[config.mk]
export PLATFORM = sky130hd
export DESIGN_NAME = pipeline_ctrl
export DESIGN_NICKNAME = d
export VERILOG_FILES = /design/src/rtl/pipeline_ctrl.sv
export SDC_FILE = /design/constraint.sdc
export NUM_CORES = 1
export LEC_CHECK = 0
export BUFFER_PORTS_ARGS = -buffer_cell sky130_fd_sc_hd__buf_2
export CAP_MARGIN = 10
export CELL_PAD_IN_SITES_DETAIL_PLACEMENT = 1
export CELL_PAD_IN_SITES_GLOBAL_PLACEMENT = 1
export CORE_ASPECT_RATIO = 1.5
export CORE_MARGIN = 5
export CORE_UTILIZATION = 34
export DETAILED_ROUTE_END_ITERATION = 6
export PLACE_DENSITY = 0.78
export SLEW_MARGIN = 5
export SYNTH_ARGS = -nofsm -noshare
export SYNTH_HDL_FRONTEND = slang
export SYNTH_SLANG_ARGS = --single-unit
[constraint.sdc]
create_clock -name clk -period 3.6 [get_ports clk]
set_input_delay 1.08 -clock clk [delete_from_list [all_inputs] [get_ports clk]]
set_output_delay 1.08 -clock clk [all_outputs]
set_load 0.005 [all_outputs]
[src/rtl/pipeline_ctrl.sv]
// pipeline_ctrl: 5-stage MIPS pipe sequencer (init flush, RAW bubbles, branch flush, memory freeze).
// Optional PIPE_PERF_CNT_EN adds cyc_cnt/stall_cnt/flush_cnt performance counters.
module pipeline_ctrl #(
  parameter int INIT_CYCLES = 4,
  parameter int MEM_TIMEOUT = 255
) (
  input  logic        clk,
  input  logic        rst,
  input  logic        rs_used_id,
  input  logic        rt_used_id,
  input  logic [4:0]  addr_rs_id,
  input  logic [4:0]  addr_rt_id,
  input  logic        is_branch_exe,
  input  logic        is_branch_mem,
  input  logic [4:0]  regw_addr_exe,
  input  logic        wb_wen_exe,
  input  logic [4:0]  regw_addr_mem,
  input  logic        wb_wen_mem,
  input  logic [4:0]  regw_addr_wb,
  input  logic        wb_wen_wb,
  input  logic        inst_ack,
  input  logic        mem_req,
  input  logic        mem_ack,
  output logic        if_rst,
  output logic        id_rst,
  output logic        exe_rst,
  output logic        mem_rst,
  output logic        wb_rst,
  output logic        if_en,
  output logic        id_en,
  output logic        exe_en,
  output logic        mem_en,
  output logic        wb_en,
`ifdef PIPE_PERF_CNT_EN
  output logic [31:0] cyc_cnt,
  output logic [31:0] stall_cnt,
  output logic [31:0] flush_cnt,
`endif
  output logic        mem_err
);
  typedef enum logic [1:0] {S_INIT, S_RUN, S_MWAIT} state_t;
  state_t state_q, state_d;
  logic [3:0] icnt_q, icnt_d;
  logic [7:0] wcnt_q, wcnt_d;
  logic err_q, err_d;
  logic run, fz, bm, be, lo, hz, iw, raw;
  function automatic logic dep(input logic [4:0] a);
    return a != 5'd0 && ((wb_wen_exe && regw_addr_exe == a) ||
                         (wb_wen_mem && regw_addr_mem == a) ||
                         (wb_wen_wb  && regw_addr_wb  == a));
  endfunction
  always_comb begin
    run = state_q != S_INIT;
    fz  = run && mem_req && !mem_ack;
    raw = (rs_used_id && dep(addr_rs_id)) || (rt_used_id && dep(addr_rt_id));
    bm  = run && !fz && is_branch_mem;
    be  = run && !fz && !is_branch_mem && is_branch_exe;
    lo  = run && !fz && !is_branch_mem && !is_branch_exe;
    hz  = lo && raw;
    iw  = lo && !inst_ack;
  end
  // A held ID (hazard) must not also be cleared by the instruction-wait bubble.
  always_comb begin
    if_en   = run && !fz && !be && !hz && !iw;
    id_en   = run && !fz && !hz;
    exe_en  = run && !fz;
    mem_en  = run && !fz;
    wb_en   = run;
    if_rst  = !run;
    id_rst  = !run || bm || be || (iw && !hz);
    exe_rst = !run || bm || be || hz;
    mem_rst = !run;
    wb_rst  = !run || fz;
    mem_err = err_q;
  end
  always_comb begin
    state_d = (state_q == S_INIT) ? ((icnt_q == 4'(INIT_CYCLES - 1)) ? S_RUN : S_INIT)
                                  : (fz ? S_MWAIT : S_RUN);
    icnt_d  = (state_q == S_INIT) ? icnt_q + 4'd1 : 4'd0;
    wcnt_d  = fz ? ((wcnt_q == 8'hff) ? wcnt_q : wcnt_q + 8'd1) : 8'd0;
    err_d   = err_q || (fz && ({1'b0, wcnt_q} + 9'd1 >= 9'(MEM_TIMEOUT)));
  end
  always_ff @(posedge clk or posedge rst) begin
    if (rst) begin
      state_q <= S_INIT;
      icnt_q  <= '0;
      wcnt_q  <= '0;
      err_q   <= 1'b0;
    end else begin
      state_q <= state_d;
      icnt_q  <= icnt_d;
      wcnt_q  <= wcnt_d;
      err_q   <= err_d;
    end
  end
`ifdef PIPE_PERF_CNT_EN
  logic [31:0] cyc_q, stall_q, flush_q;
  always_ff @(posedge clk or posedge rst) begin
    if (rst) begin
      cyc_q   <= '0;
      stall_q <= '0;
      flush_q <= '0;
    end else begin
      cyc_q   <= cyc_q + {31'd0, run};
      stall_q <= stall_q + {31'd0, fz || hz};
      flush_q <= flush_q + {31'd0, bm};
    end
  end
  assign cyc_cnt   = cyc_q;
  assign stall_cnt = stall_q;
  assign flush_cnt = flush_q;
`endif
endmodule

# Word level (Yosys, flattened, before mapping)
# Index checks and enable logic that the tools add are counted.
# word_totals
input_bits	37
ff_bits	15
# classes
n_mux	6
n_eq_ne	9
addsub	3
reduce_logical	49
order_cmp	1
# op_table
op	n
$eq 5x5->1	6
$logic_and 1x1->1	25
$mux 8	2
$logic_or 1x1->1	11
$reduce_bool 5->1	2
$add 8x1->9 const B	1
$ge 9x8->1 const B	1
$logic_not 1->1	9
$add 8x1->8 const B	1
$eq 8x8->1 const B	1
$add 4x1->4 const B	1
$eq 4x2->1 const B	1
$mux 2	2
$mux 4	1
$logic_not 2->1	1
$ne 2x2->1 const B	1
$reduce_bool 2->1	1
$mux 1	1

# Longest topological paths before layout
# logic_depth
depth_word	11
depth_mapped	6
depth_no_buf	6

# Worst setup path before layout
# OpenSTA, ideal clock, no wires.
# synth_path
path_type	input port to output port
start	input addr_rt_id[1]
end	output id_rst
path_buffers	0
slack_ns	0.293
stages	5
arrival_ns	2.227
t_required_ns	2.520
cell_sequence	or4_1 o21ai_1 a31oi_1 or2_4 o311ai_4
# synth_via
elab_chain_len	11
elab_cells_between_ends	16
classes_between	eq/ne (3); reduce/logical (13)
# synth_lines
item	line	text
start: declaration	12	input logic [4:0] addr_rt_id,
$eq 5x5->1, on equally long branches	48, 49	
$logic_and 1x1->1, on equally long branches	48, 49	
$logic_or 1x1->1	48	return a != 5'd0 && ((wb_wen_exe && regw_addr_exe == a) ||
$logic_or 1x1->1	49	(wb_wen_mem && regw_addr_mem == a) ||
$logic_and 1x1->1 (*)	48	
$logic_and 1x1->1 (*)	55	raw = (rs_used_id && dep(addr_rs_id)) || (rt_used_id && dep(addr_rt_id));
$logic_or 1x1->1 (*)	55	
$logic_and 1x1->1 (*)	59	hz = lo && raw;
$logic_not 1->1 (*)	70	id_rst = !run || bm || be || (iw && !hz);
$logic_and 1x1->1 (*)	70	
$logic_or 1x1->1 (*)	70	
end: declaration	25	output logic id_rst,
# Mark *: on every way between the ends. The rest lies on a longest branch, timed or not.

# Worst setup path after layout
# layout_path
start	input addr_rs_id[3]
end	output id_rst
# layout_via
elab_chain_len	11
elab_cells_between_ends	16
classes_between	eq/ne (3); reduce/logical (13)
# layout_lines
item	line	text
start: declaration	11	input logic [4:0] addr_rs_id,
$eq 5x5->1, on equally long branches	48, 49	
$logic_and 1x1->1, on equally long branches	48, 49	
$logic_or 1x1->1	48	
$logic_or 1x1->1	49	
$logic_and 1x1->1 (*)	48	
$logic_and 1x1->1 (*)	55	
$logic_or 1x1->1 (*)	55	
$logic_and 1x1->1 (*)	59	
$logic_not 1->1 (*)	70	
$logic_and 1x1->1 (*)	70	
$logic_or 1x1->1 (*)	70	
# Marks and branches as above.

==> qor.yml <==
status: "finished, final reports clean"
cp_data_arrival_time_ps: 2510
period_needed_ps: 3590
p_leak_uw: 0.000756
dp_cells: 227
syn_to_final_growth_pct: 34.5
yosys_warnings: 0
fin_nets: 232
grt_pass1_vias: 1393
cts_sinks: 15
p_comb_share_pct: 41.8
seq_power_share_pct: 35.5
drtIter0Drc: 7
internal_power_uw: 379
fp.dieArea_mm2: 0.00479
p_per_area_mw_per_mm2: 367
htreeDepth: 1
drive_above_1_share_pct: 33.5
gp_congestion: 0.989
clockPowerShare_pct: 22.7
crit_fanout: 4
cp-start-kind: "primary input"
cts_buffer_depth: 2
via_per_inst: 5.11
dr.pass1.iters: 3
fin_cells: 233
synthesis.nets: 176
crit_chain: "buf_2 > or4_1 > o21ai_1 > a31oi_1 > or2_4 > o311ai_4 > buf_2"
clock-root-buffer: "clkbuf_8"
highest_layer: "met4"
grt_pass1_wl_um: 6110
tightest_slew_ps: 582
clk_latency_ps: 240
core_area_mm2: 0.00338
fmax_mhz: 278
fin_crit_sh_pct: 99.8
endpoint_kind: "primary output"
ios: 48
cts_hold_buffers: 0
met1_length_um: 1280
avgSynthCellArea_um2: 8.72
critPathMaxStageDelay_ps: 460
vdd_ir_drop_max_uv: 211
cts_tree: "yes"
hold_class: "register to register"
clkTransAtPathRegs_ps: 60
wire_per_inst_um: 16.3
start_util_pct: 35.1
place.detailed.hpwl_um: 3280
fp-row-count: 26
n_antenna_cell: 0
die_h_um: 82.3
dr_wl_met2_um: 2270
grt_max_degree: 16
synth-seq-cells: 15
final_hold_viol_count: 0
relSlewSlack_pct: 61.2
antenna_found_initial: 0
rsz0062_at_grt: "true"
finish.utilization_pct: 47.2
slew_viol_final: 0
cts_buffers: 3
crit_slowest_cell: "or4_1"
required_ps: 2520
wl_um: 3800
seq_area_frac_synth_pct: 31.6
crit_type: "primary input to primary output"
io_buffers: 47
die_w_um: 58.2
drv_cap: 0
p_sw_share_pct: 35.3
cpMostUsedCell: "buf_2"
grt.overflow.total: 0
p_sw_uw: 207
synth_cell_types: 31
final_common_cell: "buf_2"
finalSetupViolCount: 0
track_usage_pct: 16.7
vias: 1191
layout_common_cells: "buf_2 (45), xor2_1 (28), dfrtp_1 (15)"
synth_cells: 136
route.detailed.drc: 0
power_uw: 585
ant_nets: 0
final.setup_skew_ps: 1.04
routed-wl-met3_um: 182
syn_area_mm2: 0.00119
-- flip-flops by register name (all words and copies together) (netlist names) --
name,cells
icnt_q,4
mem_err,1
state_q,2
wcnt_q,8
-- Yosys cell counts --
master / count / share of area [%]
a211oi_1: 1 / 0.63
a21o_1: 1 / 0.63
a21oi_1: 7 / 3.0
a31oi_1: 3 / 1.6
and2_1: 1 / 0.53
and3_1: 2 / 1.1
buf_4: 2 / 1.3
clkbuf_1: 2 / 0.63
dfrtp_1: 15 / 32
ha_1: 3 / 3.2
inv_1: 5 / 1.6
nand2_1: 8 / 2.5
nand2b_1: 1 / 0.53
nand3_1: 11 / 4.6
nand3b_1: 1 / 0.63
nor2_1: 12 / 3.8
nor2b_1: 1 / 0.53
nor3_1: 1 / 0.42
nor3b_1: 1 / 0.63
nor4_1: 6 / 3.2
o21a_1: 1 / 0.63
o21ai_0: 4 / 1.7
o21ai_1: 1 / 0.42
o311ai_4: 1 / 2.2
o31ai_1: 1 / 0.63
or2_1: 1 / 0.53
or2_2: 1 / 0.53
or2_4: 1 / 0.74
or4_1: 2 / 1.3
xnor2_1: 11 / 8.1
xor2_1: 28 / 21
-- layout make-up --
| class | instances | area (um2) |
|---|---|---|
| tap | 42 | 52.6 |
| multi-input combinational | 112 | 783 |
| clock buffer | 4 | 45.0 |
| inverter | 5 | 18.8 |
| sequential | 15 | 375 |
| fill | 445 | 1790 |
| timing repair buffer | 55 | 320 |
-- final timing paths --
kind / cells past startpoint / end / slack, ps / from
setup / recovery: 7 / id_rst / 7 / addr_rs_id[3]
hold / removal: 1 / mem_err / 450 / mem_err
setup reg to reg: 4 / wcnt_q[1] / 1830 / wcnt_q[0]
hold reg to reg: 1 / mem_err / 450 / mem_err
max in group asynchronous: 2 / mem_err / 2330 / rst
min in group asynchronous: 2 / wcnt_q[4] / 890 / rst
-- critical path, delay by kind of cell --
kind                   cells  cell delay (ps)
AND/OR/NAND/NOR            2              740
AO/OA/AOI/OAI              3              400
buffers and inverters      2              280
-- metal layers --
metal | vias to the layer above | GRT usage [%]
li1 | 573 | -
met3 | 6 | 2.80
met2 | 43 | 36.0
met4 | 0 | 4.41
met1 | 569 | 15.3
met5 | - | 0
-- stage by stage --
stage               setup WS (ps)  hold WS, ps  setup TNS [ps]  instance area (um2)
global placement            -10.7          436           -11.2                 1510
CTS                        -0.910          460          -0.910                 1550
global route                -73.6          469            -169                 1600
finish                       7.42          454               0                 1600
floorplan                     293          433               0                 1190
detailed placement          -29.7          452           -53.4                 1510
-- what timing repair did --
| action | CTS | global route |
|---|---|---|
| pin swaps | 6 | 5 |
| setup endpoints to repair | 3 | 4 |
| buffers inserted | 0 | 2 |
| gates resized for setup | 1 | 6 |
-- power by group through the flow --
stage	combinational (uW)	sequential (uW)	clock, uW
after floorplan	136	206	0
after global placement	225	209	0
after detailed placement	245	211	0
after CTS	246	208	139
after global routing	273	211	145
final	244	208	133
-- cells by family (layout without fill, tap and decap cells) --
logic type	Yosys count	after routing	share of synthesized area [%]
adder cells (fa/ha/maj)	3	3	3.16
XOR/XNOR	39	39	28.8
AO/OA/AOI/OAI	20	20	11.4
flip-flops	15	15	31.6
buffers and inverters	9	64	3.48
AND/OR/NAND/NOR	50	50	21.5
No activity file was read; power rests on OpenSTA's default activity.
